`config.mk`:
```
export PLATFORM = sky130hd
export DESIGN_NAME = hash_stub_responder
export DESIGN_NICKNAME = d
export VERILOG_FILES = /design/src/rtl/hash_stub_responder_pkg.sv /design/src/rtl/hash_stub_byte_ctr.sv /design/src/rtl/hash_stub_responder.sv
export SDC_FILE = /design/constraint.sdc
export NUM_CORES = 1
export LEC_CHECK = 0
export BUFFER_PORTS_ARGS = -buffer_cell sky130_fd_sc_hd__buf_2
export CORE_ASPECT_RATIO = 0.9
export CORE_UTILIZATION = 56
export CTS_BUF_LIST = sky130_fd_sc_hd__clkbuf_4
export DETAILED_ROUTE_END_ITERATION = 12
export PLACE_DENSITY = 0.87
export SLEW_MARGIN = 10
export SYNTH_ARGS = -nofsm -noshare
export SYNTH_HDL_FRONTEND = slang
export SYNTH_HIERARCHICAL = 1
export SYNTH_SLANG_ARGS = --single-unit
```
`constraint.sdc`:
```
create_clock -name clk -period 7.3 [get_ports clk]
set_input_delay 0.73 -clock clk [delete_from_list [all_inputs] [get_ports clk]]
set_output_delay 0.73 -clock clk [all_outputs]
set_load 0.02 [all_outputs]
```
`src/rtl/hash_stub_responder_pkg.sv`:
```
// Shared definitions for the SHAKE128 stub handshake: state encoding and default byte counts.
// Also imported by the hash control FSM and the benches.
package hash_stub_responder_pkg;

    localparam int SHAKE128_RATE_BYTES = 168;
    localparam int SEED_BYTES          = 32;
    localparam int CTR_W               = 8;

    typedef enum logic [2:0] {
        ST_IDLE,
        ST_FETCH,
        ST_HOLD,
        ST_TX,
        ST_RX,
        ST_WRLAST,
        ST_DONE
    } state_e;

    // Index of the final byte of an n-byte phase.
    function automatic logic [CTR_W-1:0] last_index(input int n_bytes);
        return CTR_W'(n_bytes - 1);
    endfunction

    // States in which the controller withdrawing its request cancels the transfer.
    function automatic logic abortable(input state_e s);
        return (s == ST_FETCH) || (s == ST_HOLD) || (s == ST_TX) || (s == ST_RX);
    endfunction

endpackage

```
`src/rtl/hash_stub_byte_ctr.sv`:
```
// Byte counter shared by the TX and RX phases: clear, increment and a compare against
// the caller's terminal index.
module hash_stub_byte_ctr
    import hash_stub_responder_pkg::*;
(
    input  logic             clk,
    input  logic             reset,
    input  logic             clr,
    input  logic             inc,
    input  logic [CTR_W-1:0] terminal,
    output logic [CTR_W-1:0] count,
    output logic             is_last
);

    logic [CTR_W-1:0] count_q;
    logic [CTR_W-1:0] count_d;

    always_comb begin
        // NOTE: assigning the default first means every path drives count_d, so no latch.
        count_d = count_q;
        if (clr) begin
            count_d = '0;
        end else if (inc) begin
            count_d = count_q + CTR_W'(1);
        end
    end

    always_ff @(posedge clk) begin
        // NOTE: non-blocking <= so every flop updates from values sampled before the edge.
        if (reset) begin
            count_q <= '0;
        end else begin
            count_q <= count_d;
        end
    end

    assign count   = count_q;
    assign is_last = (count_q == terminal);

endmodule

```
`src/rtl/hash_stub_responder.sv`:
```
// Responder end of the SHAKE128 stub handshake: streams seed bytes from ram_a to the host,
// writes the squeezed bytes it returns into ram_b, then holds done until the request drops.
module hash_stub_responder
    import hash_stub_responder_pkg::*;
#(
    parameter int IN_BYTES  = SEED_BYTES,
    parameter int OUT_BYTES = SHAKE128_RATE_BYTES,
    parameter int ADDR_W    = 8
) (
    input  logic              clk,
    input  logic              reset,
    input  logic              full_in,
    output logic              done,
    output logic              abort,
    output logic              busy,
    output logic [ADDR_W-1:0] ram_a_addr,
    input  logic [7:0]        ram_a_rdata,
    output logic [7:0]        tx_data,
    output logic              tx_valid,
    output logic              tx_last,
    input  logic              tx_ready,
    input  logic [7:0]        rx_data,
    input  logic              rx_valid,
    output logic              rx_ready,
    output logic [ADDR_W-1:0] ram_b_addr,
    output logic [7:0]        ram_b_wdata,
    output logic              ram_b_we
);

    state_e            state_q,       state_d;
    logic [7:0]        tx_data_q,     tx_data_d;
    logic              tx_valid_q,    tx_valid_d;
    logic              tx_last_q,     tx_last_d;
    logic              abort_q,       abort_d;
    logic              ram_b_we_q,    ram_b_we_d;
    logic [ADDR_W-1:0] ram_b_addr_q,  ram_b_addr_d;
    logic [7:0]        ram_b_wdata_q, ram_b_wdata_d;

    logic              ctr_clr;
    logic              ctr_inc;
    logic [CTR_W-1:0]  ctr_terminal;
    logic [CTR_W-1:0]  ctr_count;
    logic              ctr_is_last;

    // One counter serves both phases; only its terminal index changes.
    assign ctr_terminal = (state_q == ST_RX) ? last_index(OUT_BYTES) : last_index(IN_BYTES);

    hash_stub_byte_ctr u_byte_ctr (
        .clk      (clk),
        .reset    (reset),
        .clr      (ctr_clr),
        .inc      (ctr_inc),
        .terminal (ctr_terminal),
        .count    (ctr_count),
        .is_last  (ctr_is_last)
    );

    always_comb begin
        state_d       = state_q;
        tx_data_d     = tx_data_q;
        tx_valid_d    = tx_valid_q;
        tx_last_d     = tx_last_q;
        abort_d       = 1'b0;
        ram_b_we_d    = 1'b0;
        ram_b_addr_d  = ram_b_addr_q;
        ram_b_wdata_d = ram_b_wdata_q;
        ctr_clr       = 1'b0;
        ctr_inc       = 1'b0;

        if (abortable(state_q) && !full_in) begin
            // A withdrawn request wins over any handshake landing on the same edge.
            state_d    = ST_IDLE;
            tx_valid_d = 1'b0;
            tx_last_d  = 1'b0;
            abort_d    = 1'b1;
        end else begin
            case (state_q)
                ST_IDLE: begin
                    if (full_in) begin
                        state_d = ST_FETCH;
                        ctr_clr = 1'b1;
                    end
                end
                ST_FETCH: begin
                    state_d = ST_HOLD;
                end
                ST_HOLD: begin
                    tx_data_d  = ram_a_rdata;
                    tx_valid_d = 1'b1;
                    tx_last_d  = ctr_is_last;
                    state_d    = ST_TX;
                end
                ST_TX: begin
                    if (tx_ready) begin
                        tx_valid_d = 1'b0;
                        tx_last_d  = 1'b0;
                        if (ctr_is_last) begin
                            ctr_clr = 1'b1;
                            state_d = ST_RX;
                        end else begin
                            ctr_inc = 1'b1;
                            state_d = ST_FETCH;
                        end
                    end
                end
                ST_RX: begin
                    if (rx_valid) begin
                        ram_b_we_d    = 1'b1;
                        ram_b_addr_d  = ADDR_W'(ctr_count);
                        ram_b_wdata_d = rx_data;
                        ctr_inc       = 1'b1;
                        if (ctr_is_last) begin
                            state_d = ST_WRLAST;
                        end
                    end
                end
                ST_WRLAST: begin
                    state_d = ST_DONE;
                end
                ST_DONE: begin
                    // A new request is only taken from IDLE, so a re-raise here is ignored.
                    if (!full_in) begin
                        state_d = ST_IDLE;
                    end
                end
                default: begin
                    state_d = ST_IDLE;
                end
            endcase
        end
    end

    always_ff @(posedge clk) begin
        if (reset) begin
            state_q       <= ST_IDLE;
            tx_data_q     <= '0;
            tx_valid_q    <= 1'b0;
            tx_last_q     <= 1'b0;
            abort_q       <= 1'b0;
            ram_b_we_q    <= 1'b0;
            ram_b_addr_q  <= '0;
            ram_b_wdata_q <= '0;
        end else begin
            state_q       <= state_d;
            tx_data_q     <= tx_data_d;
            tx_valid_q    <= tx_valid_d;
            tx_last_q     <= tx_last_d;
            abort_q       <= abort_d;
            ram_b_we_q    <= ram_b_we_d;
            ram_b_addr_q  <= ram_b_addr_d;
            ram_b_wdata_q <= ram_b_wdata_d;
        end
    end

    assign done        = (state_q == ST_DONE);
    assign busy        = (state_q != ST_IDLE);
    assign rx_ready    = (state_q == ST_RX);
    assign abort       = abort_q;
    assign ram_a_addr  = ADDR_W'(ctr_count);
    assign tx_data     = tx_data_q;
    assign tx_valid    = tx_valid_q;
    assign tx_last     = tx_last_q;
    assign ram_b_we    = ram_b_we_q;
    assign ram_b_addr  = ram_b_addr_q;
    assign ram_b_wdata = ram_b_wdata_q;

endmodule
```
-- Word-level counts from Yosys, hierarchy flattened
Index checks and enable logic that the tools add are counted.
- register bits after elaboration: 39
- bits of input ports: 21
- output and inout bits: 39
- logic and storage cells: 61
- add/sub/neg operators: 1
- equal/unequal tests: 12
- muxes and demuxes: 22
- bitwise gates (word level): 2
- reductions and logical operators: 15
- operators with widths (operator ; count):
    case mux 3 bit (7 select lines) ; 1
    two-way mux 3 bit ; 6
    two-way mux 1 bit ; 10
    == test 3 bit (second input constant) ; 3
    adder 8 x 1 -> 8 bit (second input constant) ; 1
    == test 8 bit ; 1
    two-way mux 8 bit ; 1
    != test 2 bit (second input constant) ; 4
    case mux 1 bit (2 select lines) ; 4
    == test 3 x 2 -> 1 bit (second input constant) ; 2
    AND reduction 5 bit ; 1
    AND reduction 2 bit ; 2
    OR reduction 2 bit ; 2
    == test 3 x 1 -> 1 bit (second input constant) ; 1
    logical NOT 3 bit ; 1
    logical OR 1 bit ; 3
    AND reduction 3 bit ; 1
    nonzero test 3 bit ; 1
    OR reduction 3 bit ; 1
    != test 2 x 1 -> 1 bit (second input constant) ; 1
    inverter 1 bit ; 2
    nonzero test 2 bit ; 1
    logical AND 1 bit ; 1
    logical NOT 1 bit ; 1

-- Logic depth before layout (Yosys ltp)
Gate-level depths: netlist (run 1).
- word-level depth: 8
- gate-level depth with buffers: 11
- mapped depth without buffers: 10

-- Hierarchy
Netlist (run 1), hierarchy kept.
- modules (own cells, without submodules) (module ; instances ; cells an instance ; area each (sq um) ; seq. area each (sq um)):
    hash_stub_responder ; 1 ; 148 ; 1436.4 ; 620.6
    hash_stub_byte_ctr ; 1 ; 50 ; 432.9 ; 160.2

-- Worst setup path before layout (run 1)
No wires, ideal clock.
- path type: flip-flop to flip-flop
- from: register state_q[2]
- to: register u_byte_ctr.count_q[5] (netlist: u_byte_ctr/count[5])
- setup time: 0.070 ns
- arrival: 2.491 ns
- required time: 7.230 ns
- path slack: 4.739 ns
- cell stages (with the launch flop): 12
- path buffers: 1
- period minus slack after synthesis: 2.561 ns
- cells stage by stage: dfxtp_1 > nor3b_4 > inv_1 > xnor2_1 > nand4_1 > nor2_1 > or3_1 > a21oi_1 > clkbuf_2 > nand4_2 > or3_1 > a21oi_1
- elaborated cells between the ends (all ways): 20
- those cells by class: eq/ne (5); mux (9); reduce/logical (6)
- RTL lines (item ; RTL line ; RTL):
    from (decl) ; hash_stub_responder.sv:30 ; state_e state_q, state_d;
    from (signal assigned) ; hash_stub_responder.sv:144 ; state_q <= state_d;
    == test 3 bit ; - ;
    via rx_ready ; hash_stub_responder.sv:24 ; output logic rx_ready,
    two-way mux 8 bit ; hash_stub_responder.sv:46 ; assign ctr_terminal = (state_q == ST_RX) ? last_index(OUT_BYTES) : last_index(IN_BYTES);
    via ctr_terminal[3] ; hash_stub_responder.sv:41 ; logic [CTR_W-1:0] ctr_terminal;
    == test 8 bit ; hash_stub_byte_ctr.sv:38 ; assign is_last = (count_q == terminal);
    via ctr_is_last ; hash_stub_responder.sv:43 ; logic ctr_is_last;
    two-way mux 1 bit ; hash_stub_responder.sv:97 ; if (ctr_is_last) begin
    two-way mux 1 bit ; hash_stub_responder.sv:94 ; if (tx_ready) begin
    case mux 1 bit (2 select lines) ; hash_stub_responder.sv:77 ; case (state_q)
    two-way mux 1 bit ; hash_stub_responder.sv:70 ; if (abortable(state_q) && !full_in) begin
    via ctr_inc ; hash_stub_responder.sv:40 ; logic ctr_inc;
    to (signal assigned) ; hash_stub_byte_ctr.sv:33 ; count_q <= count_d;
    to (decl) ; hash_stub_byte_ctr.sv:15 ; logic [CTR_W-1:0] count_q;
The timed path passes the listed nets, and every way through them passes these cells.
A chain may end at the register's enable or synchronous reset.

-- Worst setup path in the final report (run 1)
- from: register state_q[2]
- to: register u_byte_ctr.count_q[7] (netlist: u_byte_ctr/count[7])
- elaborated cells between the ends (all ways): 20
- those cells by class: eq/ne (5); mux (9); reduce/logical (6)
- RTL lines (item ; RTL line):
    == test 3 bit ; hash_stub_responder.sv:46
    two-way mux 8 bit ; hash_stub_responder.sv:46
    via ctr_terminal[3] ; hash_stub_responder.sv:41
    == test 8 bit ; hash_stub_byte_ctr.sv:38
    via ctr_is_last ; hash_stub_responder.sv:43
    two-way mux 1 bit ; hash_stub_responder.sv:97
    two-way mux 1 bit ; hash_stub_responder.sv:94
    case mux 1 bit (2 select lines) ; hash_stub_responder.sv:77
    two-way mux 1 bit ; hash_stub_responder.sv:70
    via ctr_inc ; hash_stub_responder.sv:40
The timed path passes the listed nets, and every way through them passes these cells.

==> run_results.csv, run 1 <==
group,metric,value,unit
global_routing,antenna_found_initial,0,
timing,fin_tns_setup,0,ps
setup_path,cp_cell_sequence,"nor3b_4 > inv_1 > xnor2_1 > nand4_1 > nor2_1 > or3_1 > a21oi_1 > nand4_2 > or3_1 > a21oi_1",
setup_path,slowest_delay,620,ps
timing,slew_viol_final,0,
global_routing,grt_max_degree,47,
floorplanning,dieArea,3573,µm²
final_layout,final_nets,275,
cts,cts.htree.levels,2,
floorplanning,ios,60,
final_layout,utilization,0.7224,
global_routing,grt_pass1_vias,1419,
drt,ant_nets,0,
final_layout,final_cell_mix,"buf_2, dfxtp_1, nand2b_1",
power,pwr-share-seq,0.493,
placement,hpwl,2517,µm
synthesis,synth.distinct_cells,38,
setup_path,worstPathRequired,7570,ps
setup_path,crit_path_end_kind,"flop",
placement,port_buffers,59,
timing,rsz0062_at_grt,"no",
power,p_leak,0.9171,nW
cts,cts_setup_buffers,0,
global_routing,gr-total-overflow,0,
status,run_status,"complete, no violations",
floorplanning,core_area,3114,µm²
cts,clk_pin_slew,120,ps
synthesis,synth-warning-count,6,
timing,clock.fmax,312.8,MHz
cts,cts_tree,"done",
cts,clock_latency,340,ps
power,p_int,0.3529,mW
synthesis,postSynth.asyncResetShare,0,
global_routing,grt_usage,0.2148,
cts,ctsResizeCount,0,
run,cap_violations,0,
final_layout,n_antenna_cell,0,
cts,clock_path_buffers,2,
placement,finalWeightedCongestion,0.8767,
setup_path,arrival,3460,ps
timing,setup_viol,0,
cts,cts_num_sinks,39,
placement,pre_cts_slack,4182,ps
timing,fin_skew,11.65,ps
power,combPwrFrac,0.114,
drt,wire_per_inst,12.16,µm
setup_path,slowest_stage,"dfxtp_1",
setup_path,crit_fanout,15,
timing,period_minus_slack,3197,ps
synthesis,ys.flop_type,"dfxtp_1",
placement,dpl_cell_area,2145,µm²
setup_path,startpoint_type,"flop",
floorplanning,rows,19,
synthesis,synth-seq-cells,39,
final_layout,area_delta_synth_final,20.35,%
setup_path,crit_type,"flop to flop",
synthesis,seq_area_frac_synth,0.4177,
cts,cts-root-buf,"clkbuf_4",
worst_hold_path,hp-class,"flop to flop",
cts,postCtsHoldBufs,0,
drt,vias,1506,
timing,finalWorstSetupSlack,4103,ps
power,swShare,0.2270,
timing,relSlewSlack,0.1990,
timing,final-hold-violation-count,0,
synthesis,synth.avg_cell_area,9.441,µm²
final_layout,final_common_cell,"buf_2",
synthesis,syn_area,1869,µm²
synthesis,synth_cells,198,
power,ir_drop,0.1427,mV
power,p_switching,0.1036,mW
drt,vias_per_cell,5.088,
floorplanning,die_x,62.90,µm
drt,drt_wl_total,3599,µm
final_layout,finalInstanceArea,2250,µm²
power,cellPowerDensity,202.9,nW/µm²
power,clockPowerShare,0.393,
global_routing,grt_pass1_wl,6009,µm
cts,cts_inserted_buffers,5,
timing,worstMarginPinSlew,1185,ps
floorplanning,dieHeight,56.81,µm
floorplanning,start_util,0.6002,
timing,post-route-period-util,0.4380,
drt,drc,0,
synthesis,synth_edf_count,0,
drt,firstDrtPassIters,4,
drt,drt_iter0_markers,64,
final_layout,drive_above_1_share,0.2874,
[stage by stage]
step / total power [mW] / hold WS, ps / std cells
3_3_place_gp: 0.2806 / 454.9 / 288
5_1_grt: 0.4786 / 490.9 / 296
6_report: 0.4566 / 477.2 / 296
3_5_place_dp: 0.2818 / 461.3 / 288
4_1_cts: 0.4597 / 482.0 / 296
2_1_floorplan: 0.2684 / 546.1 / 200
[critical path, delay by kind of cell, from the launching register on]
kind / cells / cell delay, ps
AND/OR/NAND/NOR: 6 / 1590
AO/OA/AOI/OAI: 2 / 660
buffers and inverters: 1 / 130
flip-flops: 1 / 620
XOR/XNOR: 1 / 140
[final timing paths]
path / start / end / slack, ps / depth (start not counted)
worst min register to register: ram_b_wdata[5] / ram_b_wdata[5] / 480 / 2
worst max register to register: state_q[2] / u_byte_ctr/count[7] / 4100 / 10
worst min-delay path: ram_b_wdata[5] / ram_b_wdata[5] / 480 / 2
worst max-delay path: state_q[2] / u_byte_ctr/count[7] / 4100 / 10
[flip-flops by register name, indices dropped and copies added (netlist names)]
| name | cells |
|---|---|
| tx_data | 8 |
| ram_b_wdata | 8 |
| ram_b_we | 1 |
| ram_b_addr | 8 |
| tx_last | 1 |
| tx_valid | 1 |
| u_byte_ctr/count | 8 |
| abort | 1 |
| state_q | 3 |
[routing by layer]
metal	wire length, µm	global-route usage	share of wire	vias up
met2	1671	0.3579	0.46	43
met3	169	0.07520	0.047	7
li1	-	-	-	776
met4	42	0.07973	0.012	0
met1	1715	0.2522	0.48	680
met5	0	0	0	-
[cell usage after synthesis (all sizes together), types with 2 or more instances]
master	number	share of area
nor4bb	2	0.011
inv	3	0.0060
nand2b	33	0.11
and3	2	0.0067
a211oi	2	0.011
nand3b	2	0.0080
o21ai	5	0.013
conb	2	0.0040
xor2	3	0.014
xnor2	9	0.042
dfxtp	39	0.42
nand3	4	0.011
nor2	17	0.034
or3	5	0.019
nor2b	2	0.0067
nor3b	3	0.018
nand2	6	0.012
a21oi	9	0.024
mux2i	25	0.13
clkbuf	8	0.017
nand4	5	0.020
buf	5	0.029
[power by group through the flow]
stage	clock network [mW]	logic, mW	registers (mW)
3_3_place_gp	0	0.0512	0.229
6_report	0.179	0.0521	0.225
3_5_place_dp	0	0.0519	0.230
2_1_floorplan	0	0.0395	0.229
5_1_grt	0.195	0.0569	0.226
4_1_cts	0.183	0.0522	0.225
[layout make-up]
class	count	area [µm²]
multi-input cells	145	1005
fillers	248	864.6
flip-flops and latches	39	780.7
repair buffers	59	295.3
clock inverters	2	60.06
well taps	42	52.55
clock buffers	6	45.04
inverters	3	11.26
[cells by family after synthesis]
group,synth area share
AO/OA/AOI/OAI,0.06627
other,0.004018
AND/OR/NAND/NOR,0.2630
flip-flops,0.4177
adder cells (fa/ha/maj),0.006692
multiplexers,0.1339
buffers and inverters,0.05221
XOR/XNOR,0.05623
Power figures use the tool's default switching activity.
==> run 2: changes to the inputs <==
--- a/config.mk
+++ b/config.mk
@@ -7,10 +7,10 @@
 export LEC_CHECK = 0
 export BUFFER_PORTS_ARGS = -buffer_cell sky130_fd_sc_hd__buf_2
 export CORE_ASPECT_RATIO = 0.9
-export CORE_UTILIZATION = 56
+export CORE_UTILIZATION = 47
 export CTS_BUF_LIST = sky130_fd_sc_hd__clkbuf_4
 export DETAILED_ROUTE_END_ITERATION = 12
-export PLACE_DENSITY = 0.87
+export PLACE_DENSITY = 0.78
 export SLEW_MARGIN = 10
 export SYNTH_ARGS = -nofsm -noshare
 export SYNTH_HDL_FRONTEND = slang
==> constraint.sdc (replaced) <==
create_clock -name clk -period 2.9 [get_ports clk]
set_input_delay 0.29 -clock clk [delete_from_list [all_inputs] [get_ports clk]]
set_output_delay 0.29 -clock clk [all_outputs]
set_load 0.02 [all_outputs]
==> run_results.csv, run 2 (same netlist as run 1, synthesis figures left out) <==
group,metric,value,unit
drt,drt_wl_total,3472,µm
floorplanning,rows,21,
cts,clk_pin_slew,120,ps
setup_path,crit_fanout,6,
final_layout,final_nets,281,
global_routing,grt_pass1_vias,1228,
drt,drc,0,
setup_path,crit_path_end_kind,"flop",
timing,fin_skew,10.23,ps
cts,ctsResizeCount,0,
timing,finalWorstSetupSlack,393.5,ps
cts,cts_setup_buffers,0,
timing,worstMarginPinSlew,584.5,ps
cts,cts.htree.levels,2,
timing,fin_tns_setup,0,ps
final_layout,area_delta_synth_final,20.21,%
run,cap_violations,0,
setup_path,crit_type,"flop to flop",
final_layout,n_antenna_cell,0,
timing,relSlewSlack,0.6103,
global_routing,antenna_found_initial,0,
global_routing,grt_usage,0.1746,
setup_path,arrival,2800,ps
final_layout,fin_cells,306,
timing,final-hold-violation-count,0,
floorplanning,start_util,0.4975,
drt,vias_per_cell,4.931,
drt,wire_per_inst,11.35,µm
drt,firstDrtPassIters,4,
cts,cts_inserted_buffers,5,
placement,pre_cts_slack,415.7,ps
placement,hpwl,2452,µm
global_routing,grt_max_degree,47,
final_layout,register_area,780.7,µm²
global_routing,gr-total-overflow,0,
floorplanning,core_area,3757,µm²
placement,port_buffers,59,
floorplanning,die_x,68.48,µm
global_routing,grt_pass1_wl,5354,µm
floorplanning,dieHeight,61.83,µm
timing,post-route-period-util,0.8643,
final_layout,drive_above_1_share,0.3038,
timing,period_minus_slack,2506,ps
setup_path,startpoint_type,"flop",
cts,cts_tree,"done",
placement,finalWeightedCongestion,0.8418,
floorplanning,dieArea,4234,µm²
final_layout,final_cell_mix,"buf_2, dfxtp_1, nand2b_1",
worst_hold_path,hp-class,"input port to flop",
cts,clock_path_buffers,2,
timing,setup_viol,0,
drt,ant_nets,0,
cts,cts_num_sinks,39,
power,ir_drop,0.2803,mV
final_layout,fill_cells,336,
placement,dpl.cell_count,298,
floorplanning,ios,60,
final_layout,multi_input_comb_area,1005,µm²
status,run_status,"complete, no violations",
setup_path,worstPathRequired,3190,ps
final_layout,final_common_cell,"buf_2",
cts,postCtsHoldBufs,0,
timing,fin_hold_ws,175.1,ps
timing,clock.fmax,399.0,MHz
power,cellPowerDensity,432.3,nW/µm²
cts,cts-root-buf,"clkbuf_4",
power,p_leak,0.9282,nW
drt,vias,1509,
drt,drt_iter0_markers,60,
timing,rsz0062_at_grt,"no",
timing,slew_viol_final,0,
cts,clock_latency,350,ps
==> run 2: changes by cell type in the layout (fill, tap and decap cells not counted), sizes merged <==
cell,change
buf,+6
clkinv,+3
bufinv,-2
clkbuf,-1
==> run 2: stage by stage <==
step	instance area, µm²	util	power, mW
2_1_floorplan	1877	-	0.6756
3_3_place_gp	2195	0.5841	0.7165
3_5_place_dp	2195	0.5841	0.7171
4_1_cts	2247	0.5981	0.9850
5_1_grt	2247	0.5981	1.025
6_report	2247	0.5981	0.9714
==> run 2: critical path, cell delays in order (launching register included) <==
cell and delay [ps]:
dfxtp_1 350, nor3b_4 310, inv_1 130, xnor2_1 140
nand4_1 90, nor2_1 90, or3_1 370, a21oi_1 220
buf_4 180, nand3_1 80, or3_1 350, a21oi_1 140
==> run 2: final timing paths <==
| path | depth (start not counted) | start | end | slack (ps) |
|---|---|---|---|---|
| worst max-delay path | 11 | state_q[1] | u_byte_ctr/count[6] | 390 |
| worst min-delay path | 3 | ram_a_rdata[5] | tx_data[5] | 180 |
| worst max register to register | 11 | state_q[1] | u_byte_ctr/count[6] | 390 |
| worst min register to register | 2 | ram_b_wdata[6] | ram_b_wdata[6] | 480 |
==> run 2: report_power, final <==
group          leakage (nW)  internal [mW]  switching [mW]
Clock                0.0347         0.0903           0.177
Sequential            0.315          0.547         0.00668
Combinational         0.579         0.0699          0.0808
Total                 0.928          0.707           0.264
==> run 2: cell type report <==
type | instances | area share
clock buffer | 5 | 0.01670
clock inverter | 3 | 0.006682
inverter | 3 | 0.005011
multi-input combinational | 145 | 0.4471
sequential | 39 | 0.3474
tap | 46 | 0.02561
timing repair buffer | 65 | 0.1514
==> run 2: metal layers <==
layer,vias to the layer above,track usage,wire length (µm)
met5,-,0,0
li1,787,-,-
met3,7,0.05109,176
met2,46,0.2535,1538
met4,0,0.09821,54
met1,669,0.2315,1703
